## src/rtl/add_subtract_if.sv

```systemverilog
// Operand/result bundle for add_subtract: the stimulus side drives operands, the datapath side returns registered results.
interface add_subtract_if #(
    parameter int unsigned WIDTH = 64
);
    logic [WIDTH-1:0] a;
    logic [WIDTH-1:0] b;
    logic             addSub;
    logic             in_valid;
    logic [WIDTH-1:0] sum;
    logic             cout;
    logic             overflow;
    logic             zero;
    logic             negative;
    logic             out_valid;

    modport master (
        output a, b, addSub, in_valid,
        input  sum, cout, overflow, zero, negative, out_valid
    );

    modport slave (
        input  a, b, addSub, in_valid,
        output sum, cout, overflow, zero, negative, out_valid
    );
endinterface

```

## src/rtl/add_subtract.sv

```systemverilog
// Ripple-carry adder/subtractor built from mux2_1 and full_adder cells, with a one-cycle registered result and flags.
module full_adder (
    input  logic a,
    input  logic b,
    input  logic cin,
    output logic s,
    output logic cout
);
    assign s    = a ^ b ^ cin;
    assign cout = (a & b) | (a & cin) | (b & cin);
endmodule

module mux2_1 (
    input  logic [1:0] in,
    input  logic       sel,
    output logic       out
);
    assign out = in[sel];
endmodule

module add_subtract #(
    parameter int unsigned WIDTH = 64,
    parameter real         DELAY = 0.05
) (
    input  logic          clk,
    input  logic          reset,
    add_subtract_if.slave bus
);
    // Reject out-of-range configurations at elaboration.
    if (WIDTH < 2 || WIDTH > 64) begin : g_bad_width
        $error("add_subtract: WIDTH must be in 2..64");
    end
    if (DELAY < 0.0) begin : g_bad_delay
        $error("add_subtract: DELAY must be non-negative");
    end

    logic [WIDTH:0]   carry;
    logic [WIDTH-1:0] result_c;

    // Subtraction is a + ~b + 1: the inverted b comes from the mux, the +1 from the initial carry.
    assign carry[0] = bus.addSub;

    for (genvar i = 0; i < WIDTH; i++) begin : g_bit
        logic b_sel;

        mux2_1 u_mux (
            .in  ({~bus.b[i], bus.b[i]}),
            .sel (bus.addSub),
            .out (b_sel)
        );

        full_adder u_fa (
            .a    (bus.a[i]),
            .b    (b_sel),
            .cin  (carry[i]),
            .s    (result_c[i]),
            .cout (carry[i+1])
        );
    end

    // Result and flags load only on accepted operations and hold otherwise.
    always_ff @(posedge clk) begin
        if (!reset) begin
            bus.sum       <= '0;
            bus.cout      <= 1'b0;
            bus.overflow  <= 1'b0;
            bus.zero      <= 1'b1;
            bus.negative  <= 1'b0;
            bus.out_valid <= 1'b0;
        end else begin
            bus.out_valid <= bus.in_valid;
            if (bus.in_valid) begin
                bus.sum      <= result_c;
                bus.cout     <= carry[WIDTH];
                bus.overflow <= carry[WIDTH] ^ carry[WIDTH-1];
                bus.zero     <= (result_c == '0);
                bus.negative <= result_c[WIDTH-1];
            end
        end
    end
endmodule

```

## src/flat_wrapper.sv

```systemverilog
// flat-port wrapper written by rule: the top's interface ports become plain ports
module add_subtract_flat 
#(
    parameter int unsigned WIDTH = 64,
    parameter real         DELAY = 0.05
)
  (clk, reset, bus_a, bus_b, bus_addSub, bus_in_valid, bus_sum, bus_cout, bus_overflow, bus_zero, bus_negative, bus_out_valid);
  add_subtract_if #(.WIDTH(WIDTH)) bus_i ();
  input  logic clk;
  input  logic reset;
  input wire logic [$bits(bus_i.a)-1:0] bus_a;
  input wire logic [$bits(bus_i.b)-1:0] bus_b;
  input wire logic [$bits(bus_i.addSub)-1:0] bus_addSub;
  input wire logic [$bits(bus_i.in_valid)-1:0] bus_in_valid;
  output wire logic [$bits(bus_i.sum)-1:0] bus_sum;
  output wire logic [$bits(bus_i.cout)-1:0] bus_cout;
  output wire logic [$bits(bus_i.overflow)-1:0] bus_overflow;
  output wire logic [$bits(bus_i.zero)-1:0] bus_zero;
  output wire logic [$bits(bus_i.negative)-1:0] bus_negative;
  output wire logic [$bits(bus_i.out_valid)-1:0] bus_out_valid;
  assign bus_i.a = bus_a;
  assign bus_i.b = bus_b;
  assign bus_i.addSub = bus_addSub;
  assign bus_i.in_valid = bus_in_valid;
  assign bus_sum = bus_i.sum;
  assign bus_cout = bus_i.cout;
  assign bus_overflow = bus_i.overflow;
  assign bus_zero = bus_i.zero;
  assign bus_negative = bus_i.negative;
  assign bus_out_valid = bus_i.out_valid;
  add_subtract #(.WIDTH(WIDTH), .DELAY(DELAY)) u_core (.clk(clk), .reset(reset), .bus(bus_i));
endmodule
```

## config.mk

```make
export PLATFORM = sky130hd
export DESIGN_NAME = add_subtract_flat
export DESIGN_NICKNAME = d
export VERILOG_FILES = /design/src/rtl/add_subtract_if.sv /design/src/rtl/add_subtract.sv /design/src/flat_wrapper.sv
export SDC_FILE = /design/constraint.sdc
export NUM_CORES = 1
export LEC_CHECK = 0
export ABC_AREA = 0
export CORE_ASPECT_RATIO = 0.8
export CORE_MARGIN = 2
export CORE_UTILIZATION = 33
export DETAILED_ROUTE_END_ITERATION = 8
export PLACE_DENSITY = 0.72
export SETUP_SLACK_MARGIN = 0.4
export SYNTH_ARGS = -nofsm -noshare
export SYNTH_HDL_FRONTEND = slang
export SYNTH_SLANG_ARGS = --single-unit
```

## constraint.sdc

```tcl
create_clock -name clk -period 31.8 [get_ports clk]
set_input_delay 6.36 -clock clk [delete_from_list [all_inputs] [get_ports clk]]
set_output_delay 6.36 -clock clk [all_outputs]
set_load 0.01 [all_outputs]
```

Yosys cells after proc, flatten, opt, wreduce, memory -nomap -nowiden
Index checks and enable logic that the tools add are counted.
{"block": "word_totals", "register_bits": 69, "inputBits": 132, "out_inout_bits": 69, "elab_cells": 649}
{"block": "op_classes", "order_cmp": 1, "muxes": 128, "n_bitwise": 513, "n_reduce_logical": 1}
{"cell": "$and 1x1->1", "count": 192}
{"cell": "$xor 1x1->1", "count": 129}
{"cell": "$mux 1", "count": 128}
{"cell": "$or 1x1->1", "count": 128}
{"cell": "$logic_not 64->1", "count": 1}
{"cell": "$not 1->1", "count": 64}
{"cell": "$lt 1x2->1 const B", "count": 1}

Longest topological paths before layout
{"block": "depth", "depth_word": 196, "mapped_depth": 70, "mapped_depth_nobuf": 69}

Hierarchy
Synthesis repeated with hierarchy kept, for this count alone.
{"block": "unflattened", "cells_unflattened": 435, "area_unflattened_um2": 5162.5}
{"mod": "add_subtract", "n_inst": 1, "cells_each": 307, "area_each_um2": 2920.3, "seq_area_each_um2": 1361.3}
{"mod": "full_adder", "n_inst": 64, "cells_each": 1, "area_each_um2": 20.0, "seq_area_each_um2": 0.0}
{"mod": "mux2_1", "n_inst": 64, "cells_each": 1, "area_each_um2": 15.0, "seq_area_each_um2": 0.0}

Worst setup path before layout
Ideal clock, no wire load.
{"block": "synth_path", "kind": "input port to flip-flop", "startpoint": "input bus_addSub", "endpoint": "register u_core.bus.zero", "setup_time_ps": 79, "t_arrival_ps": 30918, "required_time_ps": 31721, "setup_slack_ps": 804, "stages": 70, "path_cell_list": "buf_2 -> xor2_1 -> fa_1 -> fa_1 -> inv_1 -> fa_1 -> fa_1 -> fa_1 -> fa_1 -> fa_1 -> fa_1 -> fa_1 -> fa_1 -> fa_1 -> fa_1 -> fa_1 -> fa_1 -> fa_1 -> [34 not listed] -> fa_1 -> fa_1 -> fa_1 -> fa_1 -> fa_1 -> fa_1 -> fa_1 -> fa_1 -> fa_1 -> fa_1 -> fa_1 -> fa_1 -> fa_1 -> inv_1 -> fa_1 -> nor4_1 -> nand4_1 -> o221ai_2"}
{"block": "synth_between", "elab_chain_cells": 193, "elab_cells_between_ends": 572, "cone_classes": "mux (128); bitwise (443); reduce/logical (1)"}
{"item": "start: declaration", "line": "flat_wrapper.sv:13", "text": "input wire logic [$bits(bus_i.addSub)-1:0] bus_addSub;"}
{"item": "$mux 1 (implied by the code) (2 in series)", "line": "add_subtract.sv:18", "text": "assign out = in[sel];"}
{"item": "$and 1x1->1", "line": "add_subtract.sv:10", "text": "assign cout = (a & b) | (a & cin) | (b & cin);"}
{"item": "$or 1x1->1 (2 in series)", "line": "add_subtract.sv:10"}
{"item": "$and 1x1->1", "line": "add_subtract.sv:10"}
{"item": "$or 1x1->1 (2 in series)", "line": "add_subtract.sv:10"}
{"item": "$and 1x1->1", "line": "add_subtract.sv:10"}
{"item": "$or 1x1->1 (2 in series)", "line": "add_subtract.sv:10"}
{"item": "$and 1x1->1", "line": "add_subtract.sv:10"}
{"item": "[171 not listed]"}
{"item": "$or 1x1->1 (2 in series)", "line": "add_subtract.sv:10"}
{"item": "$and 1x1->1", "line": "add_subtract.sv:10"}
{"item": "$or 1x1->1 (2 in series)", "line": "add_subtract.sv:10"}
{"item": "$and 1x1->1", "line": "add_subtract.sv:10"}
{"item": "$or 1x1->1 (2 in series)", "line": "add_subtract.sv:10"}
{"item": "$xor 1x1->1 *", "line": "add_subtract.sv:9", "text": "assign s = a ^ b ^ cin;"}
{"item": "net u_core.g_bit[63].u_fa.s", "line": "add_subtract.sv:6", "text": "output logic s,"}
{"item": "$logic_not 64->1 *", "line": "add_subtract.sv:76", "text": "bus.zero <= (result_c == '0);"}
{"item": "end signal: assignment", "line": "add_subtract.sv:76"}
{"item": "end: declaration", "line": "add_subtract_if.sv:23", "text": "output sum, cout, overflow, zero, negative, out_valid"}
The timed path passes the listed nets; every way through them passes the cells marked *. The select of a mux whose other input is x is not followed.
A chain may end at the register's enable or synchronous reset.

Worst setup path after layout
{"block": "layout_path", "startpoint": "input bus_b[1]", "endpoint": "register u_core.bus.zero"}
{"block": "layout_between", "elab_chain_cells": 191, "elab_cells_between_ends": 316, "cone_classes": "mux (2); bitwise (313); reduce/logical (1)"}
{"item": "start: declaration", "line": "flat_wrapper.sv:12", "text": "input wire logic [$bits(bus_i.b)-1:0] bus_b;"}
{"item": "$not 1->1", "line": "add_subtract.sv:47", "text": ".in ({~bus.b[i], bus.b[i]}),"}
{"item": "$mux 1 (implied by the code) * (2 in series)", "line": "add_subtract.sv:18"}
{"item": "$and 1x1->1", "line": "add_subtract.sv:10"}
{"item": "$or 1x1->1 (2 in series)", "line": "add_subtract.sv:10"}
{"item": "$and 1x1->1", "line": "add_subtract.sv:10"}
{"item": "$or 1x1->1 (2 in series)", "line": "add_subtract.sv:10"}
{"item": "$and 1x1->1", "line": "add_subtract.sv:10"}
{"item": "$or 1x1->1 (2 in series)", "line": "add_subtract.sv:10"}
{"item": "[168 not listed]"}
{"item": "$and 1x1->1", "line": "add_subtract.sv:10"}
{"item": "$or 1x1->1 (2 in series)", "line": "add_subtract.sv:10"}
{"item": "$and 1x1->1", "line": "add_subtract.sv:10"}
{"item": "$or 1x1->1 (2 in series)", "line": "add_subtract.sv:10"}
{"item": "$and 1x1->1", "line": "add_subtract.sv:10"}
{"item": "$or 1x1->1 (2 in series)", "line": "add_subtract.sv:10"}
{"item": "$xor 1x1->1", "line": "add_subtract.sv:9"}
{"item": "$logic_not 64->1 *", "line": "add_subtract.sv:76"}
Every way passes the cells marked *; elsewhere a longest branch is shown, timed or not. The select of a mux whose other input is x is not followed.

==> metrics.yaml <==
place_area_um2: 6818
drtAntennaViolNets: 0
synth_fp_nets: 643
clkSinkCount: 68
p_leak_uw: 0.003221
period_needed_ns: 30.68
reg2reg_depth: 1
hold_viol: 0
synth_area_um2: 4693
maxSlewHeadroom_pct: 49.41
path_buf_inv: 3
max_freq_mhz: 32.60
cpPeakStageDelay_ns: 0.58
grt_usage_pct: 18.38
cpMostUsedCell: "fa_2"
nNetsFinal: 834
clock_latency_ns: 0.33
synth_top_family_by_area: "adder cells"
path_class: "in2reg"
synthArstFlopShare_pct: 0
power_density_nw_per_um2: 45.28
synth_seq_cells: 68
yosys_warnings: 0
synth-main-ff-cell: "dfxtp_1"
worst_pin_slew_ns: 0.7588
slew_viol_final: 0
worst_path_max_delay_cell: "fa_2"
ctsHoldBuffers: 0
fin_tns_setup_ns: 0
vias: 3861
port_buffers: 200
syn_inst: 448
core_area_um2: 13740
routed_via_density: 4.686
synth_fa_ha_area_share_pct: 26.87
gp_congestion: 0.8103
fp.dieH_um: 110.7
ys_types: 20
wl_per_cell_um: 16.65
min_path_type: "reg2reg"
ios: 201
antenna_found_initial: 0
drt_iter0_drc: 165
startpoint_type: "primary input"
htreeDepth: 3
holdPathStages: 1
postCtsSetupRepairBufs: 0
min_from: "u_core.bus.sum[26]"
layout_common_cells: "clkdlybuf4s50_1, dfxtp_1, inv_1, nand2_1, xnor2_1"
cp.arrival_ns: 30.93
drc_errors: 0
synth_area_per_cell_um2: 10.48
status: "complete, no violations"
r2r_setup_slack_ns: 31.16
cts_root_buffer: "clkbuf_16"
crit_family: "adder cells"
hold_end: "u_core.bus.sum[26]"
finalWirelength_mm: 13.72
cts_tree: "built"
finalCritPeriodShare_pct: 96.46
path_clk_slew_ns: 0.06
drive_above_1_share_pct: 10.56
syn_to_final_growth_pct: 53.43
cts_made_buffers: 9
dp_cells: 808
ir_drop_uv: 24.98
num_rows: 38
drt_first_pass_iters: 5
final_common_cell: "clkdlybuf4s50_1"
grt_first_pass_wirelength_mm: 21.43
start_util_pct: 34.16
die_w_um: 137.3
dp_hpwl_mm: 10.91
path_max_fanout: 2
crit_start: "bus_b[1]"
final_cells: 824
grt_pass1_vias: 4153
die_area_um2: 15200
skew_ns: 0
clockBufferDepth: 2
fin_area_um2: 7201
synth-edff-count: 0
ys_seq_area_share_pct: 29.01
num_antenna_cells: 0
synth_compound_area_share_pct: 13.12
fin_hold_ws_ns: 0.4800
regToRegStartpoint: "u_core.bus.sum[55]"
p_total_uw: 326.0
end_kind: "flip-flop"
synth_xor_area_share_pct: 12.13
cp.required_ns: 32.06
grt_max_degree: 69
setup_violations: 0
synth_mux_area_share_pct: 1.520
cap_violations: 0
rsz0062_at_grt: "no"
r2r-end: "u_core.bus.sum[55]"
yosys.area_share.simple_pct: 8.744
overflow: 0
## metrics by stage
step	worst slack [ns]	utilization (%)
after floorplan	0.8035	-
after global placement	-0.3996	49.62
after detailed placement	-0.8605	49.62
after CTS	0.4059	52.11
after global routing	0.4138	52.40
final	1.125	52.40
## layout make-up
type	count	area (um^2)
fillers	1226	6540
repair buffers	210	2067
clock buffers	9	225.2
well taps	180	225.2
clock inverters	7	52.55
inverters	63	236.5
multi-input cells	287	3033
flip-flops and latches	68	1361
## per-layer routing
layer / vias up / track usage [%] / share of wire (%)
met5: - / 0 / 0
met4: 0 / 4.811 / 1.8
met3: 23 / 5.121 / 7.6
met2: 152 / 30.75 / 49
met1: 1866 / 23.21 / 42
li1: 1820 / - / -
## state kept, by name, indices dropped and copies added, names as in the netlist
| signal | cells |
|---|---|
| u_core.bus.cout | 1 |
| u_core.bus.out_valid | 1 |
| u_core.bus.overflow | 1 |
| u_core.bus.sum | 64 |
| u_core.bus.zero | 1 |
## cell families (layout without fill, tap and decap cells)
group                      count (synthesis)  in the layout
xor gates and xnor gates                  65             65
muxes                                      7              7
adders and majority gates                 63             63
and+or+nand+nor                           91             91
DFF                                       68             68
AOI/OAI and AO/OA                         61             61
buffers and inverters                     93            289
## cell usage after synthesis (all sizes together), types with 4 or more instances
| master | instances | area [um^2] |
|---|---|---|
| o211a | 60 | 600.6 |
| nand4 | 15 | 93.84 |
| clkbuf | 4 | 15.01 |
| buf | 26 | 152.6 |
| inv | 63 | 236.5 |
| nor2b | 6 | 37.54 |
| dfxtp | 68 | 1361 |
| nand2 | 62 | 232.7 |
| fa | 63 | 1261 |
| xnor2 | 61 | 534.3 |
| mux2i | 6 | 60.06 |
| xor2 | 4 | 35.03 |
## how the worst max path moves through the flow
stage / end / slack (ns) / cells past startpoint
after floorplan: u_core.bus.zero / 0.80 / 70
after global placement: u_core.bus.zero / -0.40 / 70
after detailed placement: u_core.bus.zero / -0.86 / 70
after CTS: u_core.bus.zero / 0.41 / 70
after global routing: u_core.bus.zero / 0.41 / 70
final: u_core.bus.zero / 1.12 / 70
## report_power, final
| part | leakage [uW] | internal, uW | switching, uW |
|---|---|---|---|
| Clock | 0.000124 | 52.9 | 39.6 |
| Sequential | 0.000565 | 95.6 | 5.94 |
| Combinational | 0.00253 | 72.3 | 59.6 |
## repair_timing
item | 4_1_cts | 5_1_grt
setup endpoints to repair | 5 | 4
pin swaps | 5 | 5
resized for setup | 23 | 14
No activity file was read; power rests on OpenSTA's default activity.
==> patch 1, RTL diff (same settings) <==
`WIDTH` is set to 64 in 3 places; all go to 32.
--- a/src/rtl/add_subtract_if.sv
+++ b/src/rtl/add_subtract_if.sv
@@ -1,6 +1,6 @@
 // Operand/result bundle for add_subtract: the stimulus side drives operands, the datapath side returns registered results.
 interface add_subtract_if #(
-    parameter int unsigned WIDTH = 64
+    parameter int unsigned WIDTH = 32
 );
     logic [WIDTH-1:0] a;
     logic [WIDTH-1:0] b;
--- a/src/rtl/add_subtract.sv
+++ b/src/rtl/add_subtract.sv
@@ -19,7 +19,7 @@
 endmodule
 
 module add_subtract #(
-    parameter int unsigned WIDTH = 64,
+    parameter int unsigned WIDTH = 32,
     parameter real         DELAY = 0.05
 ) (
     input  logic          clk,
--- a/src/flat_wrapper.sv
+++ b/src/flat_wrapper.sv
@@ -1,7 +1,7 @@
 // flat-port wrapper written by rule: the top's interface ports become plain ports
 module add_subtract_flat 
 #(
-    parameter int unsigned WIDTH = 64,
+    parameter int unsigned WIDTH = 32,
     parameter real         DELAY = 0.05
 )
   (clk, reset, bus_a, bus_b, bus_addSub, bus_in_valid, bus_sum, bus_cout, bus_overflow, bus_zero, bus_negative, bus_out_valid);
Ports: changed (resized bus_a, bus_b and bus_sum); port bits go from 201 to 105. The function was not compared with the original's and may differ.
==> patch 1 against the unedited design <==
- sequential power down 48%
- first-iteration DRC count down 72%
- wire length down 56%
- sequential cell count down 32
- synthesized area down 49%
- clock power down 68%
- sequential share of layout area up 1.3 points
- final area down 50%
- setup slack better by 11 ns
- register-to-register slack worse by 0.10 ns
- total power down 55%
- count of clock-buffer cells in the layout down 3
- highest routed layer unchanged
==> patch 1: results (changes against the unedited design) <==
grt:
  grt_pass1_wl_um: 9860  # -54%
  groute.usage.overall: 0.159  # -0.0247
  grt_pass1_vias: 2043  # -51%
  grt_max_degree: 66  # -4.3%
cts:
  clk_path_buf_depth: 2  # unchanged
  cts_resized: 0  # -100%
  cts_buffers: 5  # -4
power_and_ir_drop:
  cell_internal_pwr_mw: 0.100  # -55%
  ir_worst_vdd_uv: 15.4  # -38%
  leakage_nw: 1.64  # -49%
finish:
  largest_reg_flops: 32  # -50%
  nets: 427  # -49%
  seqCellArea_um2: 721  # -47%
  drive_gt1_frac: 0.0366  # -0.0690
  fillers: 646  # -47%
  largest-register: "u_core.bus.sum"
placement:
  io_buffers: 104  # -48%
  place.gp.congestion: 0.824  # +1.6%
  placedInstanceArea_um2: 3490  # -49%
  dp_hpwl_um: 4900  # -55%
logic_synthesis:
  syn_area_per_cell_um2: 10.4  # -0.35%
  ys_seq_area_frac: 0.300  # +0.0101
  ys_top_cells_by_area: "dfxtp_1, fa_1, o211a_1"
  synth_cell_types: 23  # +15%
outcome:
  status: "finished, final reports clean"
worst_setup_path:
  max_stage_delay_ns: 0.53  # -0.05 ns
  cp_slowest_cell: "or4b_1"
  path_max_fanout: 32  # +30
drt:
  drt_iter0_drc: 47  # -72%
  vias_per_cell: 4.65  # -0.80%
  routed_wl_um: 5970  # -56%
  wl_per_cell_um: 14.4  # -14%
sta:
  worstMarginPinSlew_ns: 0.630  # -0.129 ns
## patch 1: worst max-delay path, delay by kind of cell
| family | cells | cell delay [ns] |
|---|---|---|
| adders and majority gates | 31 | 11.86 |
| and+or+nand+nor | 2 | 0.83 |
| xor gates and xnor gates | 1 | 0.24 |
| buffers and inverters | 4 | 0.63 |
| AOI/OAI and AO/OA | 1 | 0.17 |
## patch 1: worst paths after layout
check	cells past startpoint	from	slack, ns	endpoint
worst max-delay path	39	bus_addSub	11.93	u_core.bus.zero
worst min-delay path	1	u_core.bus.sum[5]	0.48	u_core.bus.sum[5]
worst max register to register	3	u_core.bus.zero	31.06	u_core.bus.zero
worst min register to register	1	u_core.bus.sum[5]	0.48	u_core.bus.sum[5]
## patch 1: stage by stage
stage,setup WS (ns),hold slack [ns]
after floorplan,12.30,0.519
after global placement,11.87,0.459
after detailed placement,11.62,0.466
after CTS,11.88,0.481
after global routing,11.44,0.495
final,11.93,0.478
## patch 1: power by group through the flow
stage	Combinational (mW)	Clock (mW)	Sequential, mW
after floorplan	0.0312	0	0.0566
after global placement	0.0613	0	0.0544
after detailed placement	0.0626	0	0.0545
after global routing	0.0692	0.0333	0.0541
after CTS	0.0630	0.0315	0.0535
final	0.0620	0.0300	0.0535
## patch 1: cell type report
type	instances	share of cell area
Multi-Input combinational cell	147	0.419
Inverter	31	0.0326
Timing Repair Buffer	107	0.295
Sequential cell	36	0.202
Clock inverter	1	0.00140
Clock buffer	6	0.0203
Tap cell	87	0.0305
## patch 1: kinds of logic (layout without fill, tap and decap cells)
kind of cell	Yosys count	after routing	synth area share
mux	6	6	0.0255
buf+inv	47	145	0.0771
compound gates	31	31	0.127
fa+ha+maj	31	31	0.258
simple gates	46	46	0.0917
xor+xnor	33	33	0.120
flops	36	36	0.300
## patch 1: metal layers
layer | track usage | up-vias | wire, um
met1 | 0.221 | 928 | 2700
met4 | 0.0288 | 0 | 23
met5 | 0 | - | 0
li1 | - | 932 | -
met2 | 0.254 | 67 | 2810
met3 | 0.0400 | 2 | 447
==> patch 2, RTL diff (same flow settings) <==
Made on the original files. Make the reset (`reset`) asynchronous in one clocked block.
--- a/src/rtl/add_subtract.sv
+++ b/src/rtl/add_subtract.sv
@@ -59,7 +59,7 @@
     end
 
     // Result and flags load only on accepted operations and hold otherwise.
-    always_ff @(posedge clk) begin
+    always_ff @(posedge clk or negedge reset) begin
         if (!reset) begin
             bus.sum       <= '0;
             bus.cout      <= 1'b0;
Check against the original RTL: differs if reset is asserted again (counterexample within 4 cycles, from zero or initial values and one cycle with reset low); with reset held inactive, the same outputs for 10 cycles.
==> patch 2 against the unedited design <==
- combinational power up 39%
- clock skew unchanged
- setup slack worse by 0.14 ns
- final area up 3.3%
- clock power up 24%
- global-route usage down 0.084 points
- total power up 31%
- sequential cell count unchanged
- sequential power up 27%
- hold slack better by 0.021 ns
- synthesized area up 3.5%
- wire length up 2.0%
- critical path type unchanged
- largest cell class unchanged
- highest routed layer unchanged
==> patch 2: results (changes against the unedited design) <==
power_and_ir_drop:
  leakage_nw: 3.23  # +0.36%
  ir_worst_vdd_uv: 30.1  # +20%
finish:
  seq_area_frac: 0.229  # +0.0398
  nNonClkInverters: 103  # +63%
  nonClkBufAreaFrac: 0.275  # -0.0121
  multi_input_cells: 240  # -16%
  nets: 824  # -1.2%
  drive_gt1_frac: 0.110  # +0.00482
  fillers: 1277  # +4.2%
  buffers_excl_clock: 207  # -1.4%
placement:
  dp_hpwl_um: 11300  # +3.5%
  dp_slack_ns: -1.00  # -0.142 ns
  place.gp.congestion: 0.864  # +6.6%
logic_synthesis:
  synth_xor_area_frac: 0.117  # -0.00406
  synth_compound_area_frac: 0.0242  # -0.107
  synth_nets: 624  # -3.0%
  ys_top_cells_by_area: "dfrtp_1, fa_1, xnor2_1"
  synth_cell_types: 19  # -5.0%
  synth_flop_cell: "dfrtp_1"
  ys_seq_area_frac: 0.351  # +0.0606
  synth_common_cells: "inv_1, dfrtp_1, fa_1"
  synthMuxAreaShare: 0.0964  # +0.0812
drt:
  drt_iter0_drc: 132  # -20%
  met3_length_um: 754  # -27%
  dr.pass1.iters: 4  # -1
  vias: 3604  # -6.7%
grt:
  groute.usage.overall: 0.183  # -0.000844
  grt_pass1_vias: 4030  # -3.0%
worst_setup_path:
  cp.arrival_ns: 31.07  # +0.14 ns
  max_stage_delay_ns: 0.52  # -0.06 ns
outcome:
  status: "finished, final reports clean"
-- patch 2: where the power goes --
group | switching, mW | total (mW) | leakage [nW] | internal [mW]
registers | 0.0167 | 0.130 | 0.779 | 0.113
logic | 0.0809 | 0.184 | 2.29 | 0.103
clock network | 0.0380 | 0.115 | 0.167 | 0.0767
-- patch 2: tightest hold or removal path: stages (launching register included) --
cell and delay [ns]:
dfstp_2 0.37, inv_1 0.06, o22ai_2 0.07
-- patch 2: through the flow --
stage	hold slack [ns]	instance area [um2]	instances	setup TNS, ns
finish	0.501	7440	818	0
global route	0.530	7440	818	0
CTS	0.503	7410	818	0
detailed placement	0.495	7010	802	-2.33
global placement	0.479	7010	802	-0.825
floorplan	0.493	4860	429	0
-- patch 2: routing by layer --
| metal | vias up | GRT usage |
|---|---|---|
| li1 | 1690 | - |
| met1 | 1769 | 0.245 |
| met2 | 129 | 0.296 |
| met3 | 16 | 0.0482 |
| met4 | 0 | 0.0520 |
| met5 | - | 0 |
-- patch 2: worst paths after layout --
| kind | startpoint | to | slack (ns) | cells after the start |
|---|---|---|---|---|
| setup reg to reg | u_core.bus.sum[63] | u_core.bus.sum[63] | 31.00 | 1 |
| setup / recovery | bus_a[0] | u_core.bus.zero | 0.99 | 71 |
| hold / removal | u_core.bus.zero | u_core.bus.zero | 0.50 | 2 |
| min in group asynchronous | reset | u_core.bus.sum[26] | 6.14 | 1 |
| hold reg to reg | u_core.bus.zero | u_core.bus.zero | 0.50 | 2 |
| max in group asynchronous | reset | u_core.bus.sum[35] | 25.06 | 1 |
-- patch 2: repair_timing --
| item | in CTS | in global routing |
|---|---|---|
| endpoints found under the setup margin | 5 | 3 |
| hold buffers | 0 | 0 |
| resized for setup | 27 | 11 |
| setup buffers | 0 | 0 |
| pin swaps | 5 | 5 |
